**src/rtl/fp_pkg.sv**
```systemverilog
// Shared constants, FSM state type for the sequential single-precision divider.
package fp_pkg;
  localparam int          FP_BIAS  = 127;
  localparam int          EXP_MAX  = 255;
  localparam logic [31:0] QNAN     = 32'h7FC00000;
  localparam int          DIV_ITER = 25;

  typedef enum logic [1:0] {
    ST_IDLE = 2'd0,
    ST_DIV  = 2'd1,
    ST_NORM = 2'd2,
    ST_DONE = 2'd3
  } fp_state_t;
endpackage

```
**src/rtl/fp_classify.sv**
```systemverilog
// Combinational decode of one single-precision operand; exponent 0 is flushed to zero.
module fp_classify
  import fp_pkg::*;
(
  input  logic [31:0] op,
  output logic        is_zero,
  output logic        is_infnan,
  output logic        sign,
  output logic [7:0]  exp,
  output logic [23:0] mant24
);
  assign sign      = op[31];
  assign exp       = op[30:23];
  assign is_zero   = (op[30:23] == 8'h00);
  assign is_infnan = (op[30:23] == 8'(EXP_MAX));
  assign mant24    = {1'b1, op[22:0]};
endmodule

```
**src/rtl/fp_div_seq.sv**
```systemverilog
// Sequential IEEE-754 single divider: restoring division, one quotient bit per cycle,
// truncating, fixed 27-cycle latency from accepted start to done.
module fp_div_seq
  import fp_pkg::*;
(
  input  logic        clk,
  input  logic        rst_n,
  input  logic        start,
  input  logic [31:0] a,
  input  logic [31:0] b,
  output logic        ready,
  output logic        done,
  output logic [31:0] result,
  output logic        flag_dz,
  output logic        flag_inv,
  output logic        flag_ovf,
  output logic        flag_unf
);
  logic        za, zb, nana, nanb, sa, sb;
  logic [7:0]  ea, eb;
  logic [23:0] ma, mb;

  fp_classify u_cls_a (.op(a), .is_zero(za), .is_infnan(nana), .sign(sa), .exp(ea), .mant24(ma));
  fp_classify u_cls_b (.op(b), .is_zero(zb), .is_infnan(nanb), .sign(sb), .exp(eb), .mant24(mb));

  fp_state_t   state;
  logic        sign_r, za_r, zb_r, inv_r;
  logic [7:0]  ea_r, eb_r;
  logic [23:0] mb_r;
  logic [24:0] rem, q;
  logic [4:0]  cnt;

  logic signed [9:0] exp_n;
  logic [22:0]       frac_n;
  logic [31:0]       res_n;
  logic [3:0]        fl_n;   // {dz, inv, ovf, unf}

  assign ready = (state == ST_IDLE);
  assign done  = (state == ST_DONE);

  always_comb begin
    // q[24] set means the mantissa ratio was >= 1, so one less exponent decrement
    exp_n  = $signed(10'(ea_r)) - $signed(10'(eb_r)) + $signed(10'(FP_BIAS))
             - (q[24] ? 10'sd0 : 10'sd1);
    frac_n = q[24] ? q[23:1] : q[22:0];
    res_n  = {sign_r, exp_n[7:0], frac_n};
    fl_n   = 4'b0000;
    if (inv_r || (za_r && zb_r)) begin
      res_n = QNAN;
      fl_n  = 4'b0100;
    end else if (zb_r) begin
      res_n = {sign_r, 8'(EXP_MAX), 23'h0};
      fl_n  = 4'b1000;
    end else if (za_r) begin
      res_n = {sign_r, 31'h0};
    end else if (exp_n >= $signed(10'(EXP_MAX))) begin
      res_n = {sign_r, 8'(EXP_MAX), 23'h0};
      fl_n  = 4'b0010;
    end else if (exp_n <= 10'sd0) begin
      res_n = {sign_r, 31'h0};
      fl_n  = 4'b0001;
    end
  end

  always_ff @(posedge clk) begin
    if (!rst_n) begin
      state    <= ST_IDLE;
      result   <= 32'h0;
      flag_dz  <= 1'b0;
      flag_inv <= 1'b0;
      flag_ovf <= 1'b0;
      flag_unf <= 1'b0;
      sign_r   <= 1'b0;
      za_r     <= 1'b0;
      zb_r     <= 1'b0;
      inv_r    <= 1'b0;
      ea_r     <= 8'h0;
      eb_r     <= 8'h0;
      mb_r     <= 24'h0;
      rem      <= 25'h0;
      q        <= 25'h0;
      cnt      <= 5'h0;
    end else begin
      case (state)
        ST_IDLE: if (start) begin
          sign_r <= sa ^ sb;
          za_r   <= za;
          zb_r   <= zb;
          inv_r  <= nana | nanb;
          ea_r   <= ea;
          eb_r   <= eb;
          mb_r   <= mb;
          rem    <= {1'b0, ma};
          q      <= 25'h0;
          cnt    <= 5'h0;
          state  <= ST_DIV;
        end
        ST_DIV: begin
          if (rem >= {1'b0, mb_r}) begin
            q   <= {q[23:0], 1'b1};
            rem <= (rem - {1'b0, mb_r}) << 1;
          end else begin
            q   <= {q[23:0], 1'b0};
            rem <= rem << 1;
          end
          cnt <= cnt + 5'd1;
          if (cnt == 5'(DIV_ITER - 1)) state <= ST_NORM;
        end
        ST_NORM: begin
          result   <= res_n;
          flag_dz  <= fl_n[3];
          flag_inv <= fl_n[2];
          flag_ovf <= fl_n[1];
          flag_unf <= fl_n[0];
          state    <= ST_DONE;
        end
        default: state <= ST_IDLE;
      endcase
    end
  end
endmodule

```
**config.mk**
```make
export PLATFORM = sky130hd
export DESIGN_NAME = fp_div_seq
export DESIGN_NICKNAME = d
export VERILOG_FILES = /design/src/rtl/fp_pkg.sv /design/src/rtl/fp_classify.sv /design/src/rtl/fp_div_seq.sv
export SDC_FILE = /design/constraint.sdc
export NUM_CORES = 1
export LEC_CHECK = 0
export CAP_MARGIN = 30
export CORE_MARGIN = 2
export CORE_UTILIZATION = 56
export DETAILED_ROUTE_END_ITERATION = 10
export GPL_ROUTABILITY_DRIVEN = 0
export PLACE_DENSITY_LB_ADDON = 0.1
export SLEW_MARGIN = 5
export SYNTH_ARGS = -nofsm -noshare
export SYNTH_HDL_FRONTEND = slang
export SYNTH_SLANG_ARGS = --single-unit
```
**constraint.sdc**
```tcl
create_clock -name clk -period 3.9 [get_ports clk]
set_input_delay 0.39 -clock clk [delete_from_list [all_inputs] [get_ports clk]]
set_output_delay 0.39 -clock clk [all_outputs]
set_load 0.005 [all_outputs]
```
==> out/summary.txt <==
total wire length -> 20600 um
ant diodes -> 0
number of fill cells -> 1161
Crit Path Category -> reg -> reg
Die Area -> 15500 um2
Layout area overhead -> 24.4%
Synth Cell Area -> 8110 um2
Initial Util -> 58.0%
global-route wire length before repair -> 33400 um
maxcap violations -> 0
EDFF count, synth -> 0
layout cells sized above 1 -> 10.2%
WHS -> 0.452 ns
Mapped Avg Cell Area -> 8.27 um2
sequential area share after synthesis -> 33.8%
detailed placement HPWL -> 13900 um
worst setup path start -> eb_r[1]$_SDFFE_PN0P_
largest net degree at the start of global routing -> 47
nets -> 1195
Final Cycle Share -> 95.3%
yosys warns -> 0
Final Hold Vio Count -> 0
drt drc -> 0
critical path endpoint category -> register
Placement Rows -> 43
TritonCTS Buffers -> 17
Gate Count Post-Synth -> 981
sequential cell area -> 2740 um2
Final setup viols -> 0
Rel. slew slack -> 44.8%
Max rail drop VDD -> 0.515 mV
minimum clock period -> 3.72 ns
Pwr Density -> 952 nW/um2
Post-Syn Nets -> 1097
Pwr Total -> 9.60 mW
Skew-Pair Late Insertion Delay -> 0.43 ns
final slew viol count -> 0
Die W -> 124 um
Clock H-tree levels -> 4
GRT Util Overall -> 25.9%
IO buf count -> 104
Bufs on Longest Clock Path -> 2
worst slew pin tran -> 0.828 ns
HP Start -> result[6]$_SDFFE_PN0P_
die height -> 124 um
synthesized flop and latch total -> 137
Crit path required time -> 4.22 ns
Crit Path Max Fanout -> 8
register clock-pin slew on the reported worst setup and hold paths -> 0.06 ns
CTS tree -> yes
grt ovf -> 0
Iteration-0 DRC Markers -> 556
number of distinct library cells after synthesis -> 73
vias -> 7492
First-pass DRT Iterations -> 5
vias in the first global route -> 7032
RR Startpoint -> eb_r[1]$_SDFFE_PN0P_
routed length per instance -> 16.2 um
status -> finished, final reports clean
Synth async-reset ratio -> 0%
clk_skew -> 0.00841 ns
area of the multi-input gates -> 4970 um2
FMAX -> 269 MHz
P_leak -> 3.79 nW
root cell of the clock tree -> clkbuf_16
top_reg_cell synth -> dfxtp_1
Hold/Removal Path Class -> reg -> reg
vias per cell -> 5.89
remaining antenna violation count -> 0
crit path DAT -> 4.04 ns
clock sink total -> 137
Core Area -> 14000 um2
initial antenna violation count -> 0
CP startpoint kind -> register
io pins -> 105
cell usage after synthesis (6+ instances only):
master     number  area, um2
a31oi_1         7       43.8
a22oi_1        29        218
a21boi_0       49        368
o21ai_0        34        170
a21oi_1        32        160
o31ai_1         9       67.6
a221o_1         7       70.1
a21o_1          8       60.1
dfxtp_1       137       2740
a211oi_1        7       52.6
o21ai_2        20        175
xnor2_1        11       96.3
nand2_1       154        578
a22o_1         22        193
xor2_1         13        114
o21a_1          6       45.0
and3_1          8       50.1
o211ai_1       10       75.1
mux2i_1        23        230
clkbuf_1       47        176
nand3_1        21        105
nor3_1         27        135
inv_1          57        214
ha_1           46        576
nor2b_1        44        275
nor4_1          8       50.1
nand4_1        11       68.8
or3_1          11       68.8
nor2_1         39        146
o2111ai_1       6       52.6
through the flow:
step | util (%) | instances | TNS, ns | cell area, um2 | worst slack (ns)
after floorplan | - | 981 | 0 | 8110 | 0.375
after global placement | 66.4 | 1228 | 0 | 9280 | 0.0820
after detailed placement | 66.5 | 1229 | -0.0357 | 9310 | -0.0137
after CTS | 71.0 | 1260 | 0 | 9930 | 0.00839
after global routing | 72.1 | 1271 | -0.111 | 10100 | -0.0506
final | 72.1 | 1271 | 0 | 10100 | 0.183
cells by family (layout without fill, tap and decap cells):
family / after synthesis / count (layout) / share of synthesized area, %
compound gates: 285 / 286 / 26.1
xor+xnor: 24 / 24 / 2.59
fa+ha+maj: 49 / 49 / 7.84
buf+inv: 116 / 224 / 5.79
flops: 137 / 137 / 33.8
mux: 23 / 23 / 2.84
simple gates: 347 / 348 / 21.0
cell type report:
class                   instances  share of cell area [%]
flip-flops and latches        137                    27.2
inverters                      58                    2.16
well taps                     180                    2.23
repair buffers                135                    13.0
multi-input cells             730                    49.3
clock inverters                14                    1.85
clock buffers                  17                    4.22
flip-flops by register name, summed over array words and instances, names as in the netlist:
register  flops
za_r          1
state         2
result       32
rem          25
flag_dz       1
sign_r        1
inv_r         1
flag_unf      1
flag_ovf      1
cnt           5
flag_inv      1
q            25
mb_r         24
eb_r          8
ea_r          8
zb_r          1
cell usage in the layout (no fill, tap or decap), types with 29 or more instances in the layout:
cell type / Yosys / routed
dfxtp_1: 137 / 137
nor2b_1: 44 / 44
clkdlybuf4s50_1: 0 / 103
a21oi_1: 32 / 30
ha_1: 46 / 45
inv_1: 57 / 57
a22oi_1: 29 / 29
o21ai_0: 34 / 33
nand2_1: 154 / 154
nor2_1: 39 / 39
a21boi_0: 49 / 49
layer usage:
metal	part of all wire, %	GRT usage (%)	routed length [um]
met3	5.9	4.68	1220
met4	2.2	9.65	448
met1	44	33.1	9080
met2	48	43.7	9850
met5	0	0	0
power by group:
group	switching [mW]	leakage (nW)	internal (mW)
Clock	0.668	0.293	1.02
Sequential	0.188	1.12	1.67
Combinational	3.59	2.38	2.46
path summary, 6_finish.rpt:
path,endpoint,slack [ns],depth (start not counted)
max,result[12]$_SDFFE_PN0P_,0.18,15
min reg2reg,result[6]$_SDFFE_PN0P_,0.45,2
max reg2reg,result[12]$_SDFFE_PN0P_,0.18,15
min,result[6]$_SDFFE_PN0P_,0.45,2
critical path: stages (launching register included):
cell and delay [ns]:
dfxtp_1 0.32, inv_1 0.07, ha_1 0.27, nor2b_1 0.14, o31a_1 0.27, o311a_1 0.41
or2_2 0.34, inv_1 0.06, ha_1 0.24, nand2_1 0.08, nand2_1 0.13, or4_4 0.59
a21oi_2 0.22, nand4bb_4 0.26, buf_4 0.15, o21ai_2 0.05
what timing repair did:
item | 4_1_cts | 5_1_grt
resized for setup | 2 | 7
hold buffers | 0 | 0
pin swaps | 1 | 3
buffers inserted | 0 | 9
endpoints found under the setup margin | 10 | 23
cloned | 0 | 2
(Power assumes the default switching activity.)
